File: config.mk
export PLATFORM = sky130hd
export DESIGN_NAME = complex_real_divider
export DESIGN_NICKNAME = d
export VERILOG_FILES = /design/src/rtl/mosse_pkg.sv /design/src/rtl/udiv_restoring_step.sv /design/src/rtl/complex_real_divider.sv
export SDC_FILE = /design/constraint.sdc
export NUM_CORES = 1
export LEC_CHECK = 0
export BUFFER_PORTS_ARGS = -buffer_cell sky130_fd_sc_hd__buf_2
export CORE_MARGIN = 3
export CORE_UTILIZATION = 45
export CTS_CLUSTER_DIAMETER = 40
export DETAILED_ROUTE_END_ITERATION = 7
export SLEW_MARGIN = 20
export SYNTH_ARGS = -nofsm -noshare
export SYNTH_HDL_FRONTEND = slang
export SYNTH_SLANG_ARGS = --single-unit
File: constraint.sdc
create_clock -name clk -period 3.8 [get_ports clk]
set_input_delay 0.38 -clock clk [delete_from_list [all_inputs] [get_ports clk]]
set_output_delay 0.38 -clock clk [all_outputs]
set_load 0.02 [all_outputs]
File: src/rtl/mosse_pkg.sv
// Shared types and helpers for the MOSSE filter-update datapath.
package mosse_pkg;

  localparam int unsigned MAX_W = 64;          // widest supported component
  localparam int unsigned MAX_Q = 128;         // widest supported quotient magnitude
  localparam int unsigned PK_W  = 2 * MAX_W;   // widest packed complex word

  typedef enum logic [1:0] {
    S_IDLE = 2'd0,
    S_DIV  = 2'd1,
    S_FIX  = 2'd2,
    S_DONE = 2'd3
  } div_state_t;

  // Mask covering the low w bits of a component.
  function automatic logic [MAX_W-1:0] cplx_mask(input int unsigned w);
    return (w >= MAX_W) ? '1 : ((MAX_W'(1) << w) - MAX_W'(1));
  endfunction

  // Real part of a packed {imag,real} word with w-bit components.
  function automatic logic [MAX_W-1:0] cplx_re(input logic [PK_W-1:0] c, input int unsigned w);
    return c[MAX_W-1:0] & cplx_mask(w);
  endfunction

  // Imaginary part of a packed {imag,real} word with w-bit components.
  function automatic logic [MAX_W-1:0] cplx_im(input logic [PK_W-1:0] c, input int unsigned w);
    return MAX_W'(c >> w) & cplx_mask(w);
  endfunction

  // Pack two w-bit components as {imag,real}.
  function automatic logic [PK_W-1:0] cplx_pack(input logic [MAX_W-1:0] re,
                                                input logic [MAX_W-1:0] im,
                                                input int unsigned w);
    return ({MAX_W'(0), im & cplx_mask(w)} << w) | {MAX_W'(0), re & cplx_mask(w)};
  endfunction

  // Apply sign to an unsigned magnitude and clamp to the signed w-bit range.
  function automatic logic [MAX_W-1:0] sat_w(input logic [MAX_Q-1:0] mag,
                                             input logic neg,
                                             input int unsigned w);
    logic [MAX_Q-1:0] lim;
    lim = MAX_Q'(1) << (w - 1);
    if (neg) begin
      if (mag >= lim) return MAX_W'(lim);
      return MAX_W'(-mag);
    end
    if (mag >= lim) return MAX_W'(lim - MAX_Q'(1));
    return MAX_W'(mag);
  endfunction

endpackage

File: src/rtl/udiv_restoring_step.sv
// One iteration of an unsigned restoring divider: shift in a dividend bit,
// trial-subtract the divisor, keep the difference when it does not go negative.
module udiv_restoring_step #(
  parameter int unsigned MAG_W = 33
) (
  input  logic [MAG_W-1:0] i_rem,
  input  logic             i_dvd_bit,
  input  logic [MAG_W-1:0] i_den,
  output logic [MAG_W-1:0] o_rem,
  output logic             o_qbit
);

  logic [MAG_W:0] w_shifted;
  logic [MAG_W:0] w_den_ext;

  assign w_shifted = {i_rem, i_dvd_bit};
  assign w_den_ext = {1'b0, i_den};
  assign o_qbit    = (w_shifted >= w_den_ext);
  assign o_rem     = o_qbit ? MAG_W'(w_shifted - w_den_ext) : MAG_W'(w_shifted);

endmodule

File: src/rtl/complex_real_divider.sv
// Sequential fixed-point divide of a packed complex sample by a signed real
// divisor: q = (num << FRAC) / den per component, truncated toward zero,
// saturated to WIDTH bits. One operation in flight at a time.
module complex_real_divider
  import mosse_pkg::*;
#(
  parameter int unsigned WIDTH = 32,
  parameter int unsigned FRAC  = 16
) (
  input  logic               clk,
  input  logic               rst,
  input  logic               in_valid,
  output logic               in_ready,
  input  logic [2*WIDTH-1:0] in_num,
  input  logic [WIDTH-1:0]   in_den,
  output logic               out_valid,
  input  logic               out_ready,
  output logic [2*WIDTH-1:0] out_quot,
  output logic               out_div_by_zero
);

  localparam int unsigned MAG_W  = WIDTH + 1;
  localparam int unsigned N_ITER = WIDTH + FRAC;
  localparam int unsigned CNT_W  = $clog2(N_ITER);
  localparam logic [CNT_W-1:0] CNT_LAST = CNT_W'(N_ITER - 1);

  div_state_t        r_state;
  logic [CNT_W-1:0]  r_cnt;
  logic [MAG_W-1:0]  r_rem_re, r_rem_im, r_den_mag;
  logic [N_ITER-1:0] r_dvd_re, r_dvd_im;
  logic [N_ITER-1:0] r_q_re, r_q_im;
  logic              r_sign_re, r_sign_im, r_sign_den;
  logic              r_zero_re, r_zero_im, r_den_zero;

  logic [WIDTH-1:0]  w_num_re, w_num_im;
  logic [MAG_W-1:0]  w_mag_re, w_mag_im, w_mag_den;
  logic [MAG_W-1:0]  w_rem_re_nxt, w_rem_im_nxt;
  logic              w_qbit_re, w_qbit_im;
  logic [WIDTH-1:0]  w_fix_re, w_fix_im;

  // Magnitude with one extra bit so that -2^(WIDTH-1) stays exact.
  function automatic logic [MAG_W-1:0] mag_of(input logic [WIDTH-1:0] x);
    logic [MAG_W-1:0] ext;
    ext = {x[WIDTH-1], x};
    return x[WIDTH-1] ? (~ext + MAG_W'(1)) : ext;
  endfunction

  // Divide-by-zero result: +max, min or zero following the numerator sign.
  function automatic logic [WIDTH-1:0] dz_val(input logic neg, input logic zero);
    if (zero) return '0;
    return neg ? {1'b1, {(WIDTH-1){1'b0}}} : {1'b0, {(WIDTH-1){1'b1}}};
  endfunction

  assign w_num_re  = WIDTH'(cplx_re(PK_W'(in_num), WIDTH));
  assign w_num_im  = WIDTH'(cplx_im(PK_W'(in_num), WIDTH));
  assign w_mag_re  = mag_of(w_num_re);
  assign w_mag_im  = mag_of(w_num_im);
  assign w_mag_den = mag_of(in_den);

  udiv_restoring_step #(.MAG_W(MAG_W)) u_step_re (
    .i_rem     (r_rem_re),
    .i_dvd_bit (r_dvd_re[N_ITER-1]),
    .i_den     (r_den_mag),
    .o_rem     (w_rem_re_nxt),
    .o_qbit    (w_qbit_re)
  );

  udiv_restoring_step #(.MAG_W(MAG_W)) u_step_im (
    .i_rem     (r_rem_im),
    .i_dvd_bit (r_dvd_im[N_ITER-1]),
    .i_den     (r_den_mag),
    .o_rem     (w_rem_im_nxt),
    .o_qbit    (w_qbit_im)
  );

  // Sign restore and saturation, or the divide-by-zero override.
  assign w_fix_re = r_den_zero ? dz_val(r_sign_re, r_zero_re)
                               : WIDTH'(sat_w(MAX_Q'(r_q_re), r_sign_re ^ r_sign_den, WIDTH));
  assign w_fix_im = r_den_zero ? dz_val(r_sign_im, r_zero_im)
                               : WIDTH'(sat_w(MAX_Q'(r_q_im), r_sign_im ^ r_sign_den, WIDTH));

  // Control FSM, shared iteration counter, operand/quotient and output registers.
  always_ff @(posedge clk) begin
    if (rst) begin
      r_state         <= S_IDLE;
      r_cnt           <= '0;
      r_rem_re        <= '0;
      r_rem_im        <= '0;
      r_den_mag       <= '0;
      r_dvd_re        <= '0;
      r_dvd_im        <= '0;
      r_q_re          <= '0;
      r_q_im          <= '0;
      r_sign_re       <= 1'b0;
      r_sign_im       <= 1'b0;
      r_sign_den      <= 1'b0;
      r_zero_re       <= 1'b0;
      r_zero_im       <= 1'b0;
      r_den_zero      <= 1'b0;
      in_ready        <= 1'b1;
      out_valid       <= 1'b0;
      out_quot        <= '0;
      out_div_by_zero <= 1'b0;
    end else begin
      unique case (r_state)
        S_IDLE: begin
          if (in_valid && in_ready) begin
            r_sign_re       <= w_num_re[WIDTH-1];
            r_sign_im       <= w_num_im[WIDTH-1];
            r_sign_den      <= in_den[WIDTH-1];
            r_zero_re       <= (w_num_re == '0);
            r_zero_im       <= (w_num_im == '0);
            r_den_zero      <= (in_den == '0);
            r_den_mag       <= w_mag_den;
            r_dvd_re        <= N_ITER'({w_mag_re, {FRAC{1'b0}}});
            r_dvd_im        <= N_ITER'({w_mag_im, {FRAC{1'b0}}});
            r_rem_re        <= '0;
            r_rem_im        <= '0;
            r_q_re          <= '0;
            r_q_im          <= '0;
            r_cnt           <= '0;
            in_ready        <= 1'b0;
            out_div_by_zero <= 1'b0;
            r_state         <= S_DIV;
          end
        end
        S_DIV: begin
          r_rem_re <= w_rem_re_nxt;
          r_rem_im <= w_rem_im_nxt;
          r_q_re   <= {r_q_re[N_ITER-2:0], w_qbit_re};
          r_q_im   <= {r_q_im[N_ITER-2:0], w_qbit_im};
          r_dvd_re <= {r_dvd_re[N_ITER-2:0], 1'b0};
          r_dvd_im <= {r_dvd_im[N_ITER-2:0], 1'b0};
          r_cnt    <= r_cnt + CNT_W'(1);
          if (r_cnt == CNT_LAST) r_state <= S_FIX;
        end
        S_FIX: begin
          out_quot        <= (2*WIDTH)'(cplx_pack(MAX_W'(w_fix_re), MAX_W'(w_fix_im), WIDTH));
          out_div_by_zero <= r_den_zero;
          r_state         <= S_DONE;
        end
        S_DONE: begin
          // First DONE cycle raises out_valid; afterwards hold until accepted.
          if (!out_valid) begin
            out_valid <= 1'b1;
          end else if (out_ready) begin
            out_valid <= 1'b0;
            in_ready  <= 1'b1;
            r_state   <= S_IDLE;
          end
        end
        default: r_state <= S_IDLE;
      endcase
    end
  end

endmodule
==> results of run 1 <==
-- worst min-delay path: cells and delay by family --
kind	cells	cell delay (ns)
AO/OA/AOI/OAI	1	0.06
buffers and inverters	1	0.12
AND/OR/NAND/NOR	1	0.07
-- per-stage QoR --
stage | hold WS [ns] | total power, mW
floorplan | 0.432 | 11.3
global placement | 0.438 | 13.4
detailed placement | 0.443 | 13.5
CTS | 0.0732 | 19.6
global route | 0.106 | 20.9
finish | 0.0977 | 19.5
-- placed cells by master (no fill, tap or decap), drive strengths merged, types with 7 or more instances in the layout --
master / Yosys / final
nand3: 29 / 29
a21o: 28 / 28
or4: 21 / 21
clkbuf: 148 / 85
a32oi: 10 / 10
xnor2: 48 / 48
buf: 28 / 196
o211ai: 19 / 19
o41ai: 17 / 17
dfxtp: 340 / 340
o21ai: 224 / 224
a211oi: 43 / 43
nor3: 122 / 122
a22o: 9 / 9
o21bai: 10 / 10
a22oi: 100 / 100
or3: 16 / 16
nand2: 328 / 328
o211a: 8 / 8
a21oi: 262 / 262
ha: 77 / 77
clkinv: 0 / 10
o31ai: 39 / 39
or2: 9 / 9
mux2i: 29 / 29
nor2b: 15 / 15
o21a: 11 / 11
nand4: 20 / 20
a31oi: 11 / 11
nand2b: 15 / 15
a311oi: 7 / 7
o311ai: 8 / 8
clkinvlp: 0 / 10
nor2: 331 / 331
inv: 73 / 82
xor2: 113 / 113
nor4: 24 / 24
-- logic make-up (layout without fill, tap and decap cells) --
family	after synthesis	after routing	share of synthesized area, %
buf+inv	251	389	5.14
other cells	0	1	0
mux	29	29	1.45
fa+ha+maj	79	79	5.00
xor+xnor	161	161	7.03
flops	340	340	33.9
compound gates	835	835	26.0
simple gates	956	956	21.5
-- path summary, 6_finish.rpt --
check	endpoint	slack, ns
worst max register to register	r_rem_im[20]	0.49
worst min register to register	r_dvd_re[36]	0.45
worst min-delay path	r_den_mag[0]	0.1
worst max-delay path	r_rem_im[20]	0.49
-- power by group through the flow --
stage | registers [mW] | logic (mW) | clock network [mW]
after detailed placement | 4.70 | 8.78 | 0
after global placement | 4.68 | 8.68 | 0
after floorplan | 4.91 | 6.41 | 0
final | 4.63 | 8.84 | 5.98
after CTS | 4.64 | 8.83 | 6.10
after global routing | 4.72 | 9.84 | 6.29
-- sequential cells by signal, indices dropped and copies added (netlist names) --
name / count
out_div_by_zero: 1
r_zero_re: 1
r_q_im: 48
r_sign_den: 1
r_dvd_re: 32
r_den_mag: 33
r_sign_im: 1
r_den_zero: 1
r_state: 2
r_q_re: 48
out_quot: 64
r_zero_im: 1
out_valid: 1
in_ready: 1
r_cnt: 6
r_rem_re: 33
r_dvd_im: 32
r_sign_re: 1
r_rem_im: 33
-- metal layers --
layer / vias to the layer above / global-route usage, %
met2: 419 / 36.9
met4: 4 / 7.96
met1: 8920 / 30.9
li1: 9656 / -
met3: 102 / 4.76
met5: - / 0
-- layout make-up --
type / count / area share, %
Clock buffer: 84 / 7.93
Tap cell: 585 / 3.10
Inverter: 73 / 1.16
Sequential cell: 340 / 28.9
Multi-Input combinational cell: 2060 / 52.3
Clock inverter: 35 / 1.84
Antenna cell: 1 / 0.0106
Timing Repair Buffer: 197 / 4.84
==> summary.txt, run 1 <==
Run status = finished, final reports clean
Switching Fraction = 41.6%
Syn Nets = 2830
Worst Path Arrival = 3.76 ns
Cell row count = 76
Vias per inst = 5.66
CTS Buffer Depth = 3
Layout cells sized above 1 = 12.9%
CTS tree = done
Path depth of the worst reg2reg path = 12
Fin crit period = 3.31 ns
CTS-repair resized insts = 0
Crit path launch = r_den_mag[7]
Top cell type's share of synthesized area = 33.9%
Cell Pwr Density = 825 nW/um^2
Synth cell count leaders = dfxtp_1, nor2_1, nand2_1
Final Hold Vio Count = 0
Post-CTS Hold Buffers = 0
#FFs+latches synth = 340
Crit path required time = 4.26 ns
Final Core Density = 54.2%
Least-Margin Pin Slew = 1.12 ns
DR iter-0 viols = 1084
Post-DP HPWL = 37.6 mm
Die width = 217 um
Max Cap Viol = 0
Wirelength per Cell = 16.4 um
Worst skew pair latency = 0.58 ns
Psw = 8.09 mW
Die area = 47200 um^2
Final instance area = 23600 um^2
Drt pass-1 iters = 5
Cells after Synth = 2651
Starting density of the core = 46.1%
Worst Hold Depth = 3
Setup violators final = 0
Reg2Reg Launch Point = r_den_mag[7]
CP Depth = 12
All-Layer GR Usage = 23.0%
Top delay family on crit path = compound AO/OA/AOI/OAI gates
Seq/Total Area, Yosys = 33.9%
Root buf cell = clkbuf_16
WS Path Type = reg2reg
Port-buffer cells = 166
Post-synthesis cell area = 20100 um^2
Filler instances = 4272
Gp weighted congestion = 0.913
DR top layer = met5
Hold Startpoint = in_den[0]
Non-Filler Instances = 3375
Unrepaired setup endpoints after global routing = false
Synth area leaders = dfxtp_1, a21oi_1, nor2_1, nand2_1, xor2_1
Setup slack after layout = 0.494 ns
CP max stage delay = 0.48 ns
Via count = 19100
Slowest stage cell, crit path = nor4_2
Initial antenna violation count = 4
Hold crit path type = in2reg
Clock skew = 0.0220 ns
Final wirelength = 55.5 mm
Met3 Routed Length = 2.79 mm
Post-DRT Antenna Nets = 0
Internal = 11.4 mW
Multi-input gate area in the final layout = 12300 um^2
Setup bufs post-CTS = 0
Sequential Power Share = 23.8%
Crit. End Element = flip-flop
Clock sink total = 340
Max Freq = 0.302 GHz
Combinational power share = 45.5%
I/O pins = 167
Post-route clock period utilization = 87.0%
Netlist cell types = 85
Yosys warnings = 0
Syn-to-layout area delta = 17.6%
Die Span Y = 217 um
Post-placement cell area = 21300 um^2
Layout Nets = 2917
First-pass GRT wire length = 91.0 mm
Crit-path cells = inv_1 -> ha_1 -> nand2_1 -> nor4_2 -> o311ai_1 -> a211oi_1 -> a21oi_1 -> o41ai_4 -> buf_12 -> nor2_1 -> a22oi_1 -> o21ai_1
Pin count of the biggest net entering global routing = 151
Final Slew Violations = 0
Max-slew headroom = 25.5%
Crit path max fanout = 42
Pre-CTS WS = 0.509 ns
Sequential cell area = 6810 um^2
Clock power share = 30.7%
Startpoint type of the worst setup path = flip-flop
Leak = 9.64 nW
Met1 wire length = 26.0 mm
Syn Area/Cell = 7.57 um^2
CTS clk-pin slew, worst paths = 0.05 ns
DRC violation count after routing = 0
Cts bufs inserted = 66
Dominant synthesized flop cell = dfxtp_1
H-tree Lvls = 3
Ys async rst share = 0%
WP buf/inv = 2
Area leader, netlist = dfxtp_1
Met2 wire length = 25.1 mm
Number of flops mapped to enable cells by yosys = 0
Core Box Area = 43600 um^2
Vias in the first global route = 17900
Max VDD drop = 0.486 mV
GR Overflow Total = 0
Count leader, synth = dfxtp_1
Fin Setup TNS = 0 ns
Dpl cells = 3254
No activity file was read; power rests on OpenSTA's default activity.
==> inputs of run 2 (changes only) <==
- CORE_ASPECT_RATIO: default -> 1.1
- CORE_MARGIN: 3 -> 2
==> run 2 against run 1 <==
  * Non-clock buffer count grew 8
  * Clock skew grew 0.0075 ns
  * Sequential power hardly changed
  * Global-route usage increased by 1.1 points
  * Worst hold slack worse by 0.032 ns
  * Routed wire length rose by 1.5%
  * Cell count decreased by 0.15%
  * First-iteration DRC count is 19% higher
  * Total power is 2.0% lower
  * Sequential share of layout area increased by 0.23 points
  * Worst setup slack improved by 0.050 ns
  * Critical path type unchanged
  * Highest routed layer unchanged
==> summary.txt, run 2 (same netlist as run 1, synthesis figures left out) <==
Most frequent cells in the layout = dfxtp_1, nand2_1, nor2_1
Post-DP HPWL = 38.9 mm (+3.6%)
Final Hold Vio Count = 0 (unchanged)
DRC violation count after routing = 0 (unchanged)
Fin crit period = 3.26 ns (-0.0495 ns)
Slowest stage cell, crit path = fa_1
Crit-path cells = inv_1 -> ha_1 -> fa_1 -> nor2b_1 -> o31a_1 -> o311ai_1 -> a211oi_1 -> a21oi_1 -> o41ai_4 -> buf_4 -> buf_4 -> mux2i_1 -> o21ai_1
Crit. End Element = flip-flop
Setup bufs post-CTS = 0 (unchanged)
Drt pass-1 iters = 5 (unchanged)
H-tree Lvls = 2 (-1)
Leak = 9.58 nW (-0.59%)
I/O pins = 167 (unchanged)
Final Slew Violations = 0 (unchanged)
Pin count of the biggest net entering global routing = 116 (-23%)
Setup violators final = 0 (unchanged)
Max VDD drop = 0.577 mV (+19%)
Crit path max fanout = 14 (-67%)
Layout cells sized above 1 = 13.1% (+0.11 points)
Vias in the first global route = 18100 (+0.83%)
Die area = 46300 um^2 (-1.8%)
CP max stage delay = 0.41 ns (-0.07 ns)
CTS Buffer Depth = 3 (unchanged)
Vias per inst = 5.71 (+0.92%)
Post-DRT Antenna Nets = 0 (unchanged)
Largest registers = out_quot: 64 flops, r_q_im: 48 flops, r_q_re: 48 flops
Starting density of the core = 45.3% (-0.77 points)
CTS tree = done
Initial antenna violation count = 4 (unchanged)
Layout Nets = 2920 (+0.10%)
CTS-repair resized insts = 0 (unchanged)
Post-CTS Hold Buffers = 0 (unchanged)
Worst skew pair latency = 0.63 ns (+0.05 ns)
CP most frequent cell = buf_4
Unrepaired setup endpoints after global routing = false
All-Layer GR Usage = 24.1% (+1.1 points)
Worst Path Arrival = 3.74 ns (-0.02 ns)
Filler instances = 4294 (+0.51%)
Post-route clock period utilization = 85.7% (-1.3 points)
Fin Setup TNS = 0 ns (unchanged)
DR iter-0 viols = 1294 (+19%)
Die width = 205 um (-5.4%)
Clock skew = 0.0296 ns (+0.00755 ns)
Clock sink total = 340 (unchanged)
Port-buffer cells = 166 (unchanged)
Gp weighted congestion = 0.895 (-2.0%)
First-pass GRT wire length = 92.4 mm (+1.5%)
Cts bufs inserted = 61 (-7.6%)
CTS clk-pin slew, worst paths = 0.05 ns (about the same)
Max Cap Viol = 0 (unchanged)
Least-Margin Pin Slew = 1.08 ns (-0.0412 ns)
GR Overflow Total = 0 (unchanged)
Commonest non-fill, non-tap cell in the layout = dfxtp_1
WS Path Type = reg2reg
Total power = 19.1 mW (-2.0%)
Diode count = 0 (-1)
Max Freq = 0.307 GHz (+1.5%)
Core Box Area = 44300 um^2 (+1.7%)
Biggest register = out_quot
Max reg flops = 64 (unchanged)
Final wirelength = 56.3 mm (+1.5%)
Cell row count = 81 (+6.6%)
Run status = finished, final reports clean
Startpoint type of the worst setup path = flip-flop
Root buf cell = clkbuf_16
Hold crit path type = in2reg
Wirelength per Cell = 16.7 um (+1.6%)
Via count = 19200 (+0.77%)
Crit path required time = 4.29 ns (+0.03 ns)
Syn-to-layout area delta = 16.6%
Max-slew headroom = 27.9% (+2.4 points)
Die Span Y = 225 um (+3.8%)
Cell Pwr Density = 815 nW/um^2 (-1.2%)
[run 2: cell types whose count changed in the layout (fill, tap and decap cells not counted), sizes merged]
cell / delta
buf: +9
clkbuf: -14
clkinv: +5
clkinvlp: -2
diode: -1
inv: +2
[run 2: where the power goes]
part / internal (mW) / switching (mW) / total, mW
Combinational: 3.21 / 5.69 / 8.89
Clock: 3.54 / 2.01 / 5.54
Sequential: 4.24 / 0.396 / 4.63
Total: 11.0 / 8.09 / 19.1
[run 2: worst paths after layout]
check                    start  cells past startpoint           end  slack, ns
hold / removal       in_num[0]                      3  r_dvd_re[16]       0.07
hold reg to reg   r_dvd_re[42]                      2  r_dvd_re[42]       0.45
setup / recovery  r_dvd_im[47]                     13  r_rem_im[10]       0.54
setup reg to reg  r_dvd_im[47]                     13  r_rem_im[10]       0.54
[run 2: final cells by class]
class / instances / area, um^2 / share of cell area, %
multi-input combinational: 2060 / 12300 / 52.7
sequential: 340 / 6810 / 29.1
clock buffer: 71 / 1660 / 7.07
timing repair buffer: 205 / 1170 / 5.00
tap: 581 / 727 / 3.11
clock inverter: 40 / 442 / 1.89
inverter: 73 / 274 / 1.17
[run 2: per-stage QoR]
| step | util [%] | setup WS, ns | hold WS, ns | std cells | cell area (um^2) |
|---|---|---|---|---|---|
| 2_1_floorplan | - | 1.04 | 0.432 | 2651 | 20100 |
| 3_5_place_dp | 48.1 | 0.608 | 0.444 | 3259 | 21300 |
| 5_1_grt | 52.8 | 0.325 | 0.0721 | 3370 | 23400 |
| 6_report | 52.8 | 0.544 | 0.0653 | 3370 | 23400 |
| 4_1_cts | 52.8 | 0.556 | 0.0303 | 3370 | 23400 |
| 3_3_place_gp | 48.1 | 0.689 | 0.438 | 3259 | 21300 |
[run 2: critical path, delay by kind of cell, from the launching register on]
| kind | cells | cell delay (ns) |
|---|---|---|
| compound gates | 6 | 1.22 |
| fa+ha+maj | 2 | 0.61 |
| buf+inv | 3 | 0.56 |
| flops | 1 | 0.33 |
| mux | 1 | 0.23 |
| simple gates | 1 | 0.17 |
[run 2: per-layer routing]
metal	vias to the layer above	part of all wire [%]	GRT usage [%]
met5	-	0.052	0
li1	9651	-	-
met1	9097	46	31.5
met3	88	4.9	4.40
met4	6	2.1	6.50
met2	407	47	40.6
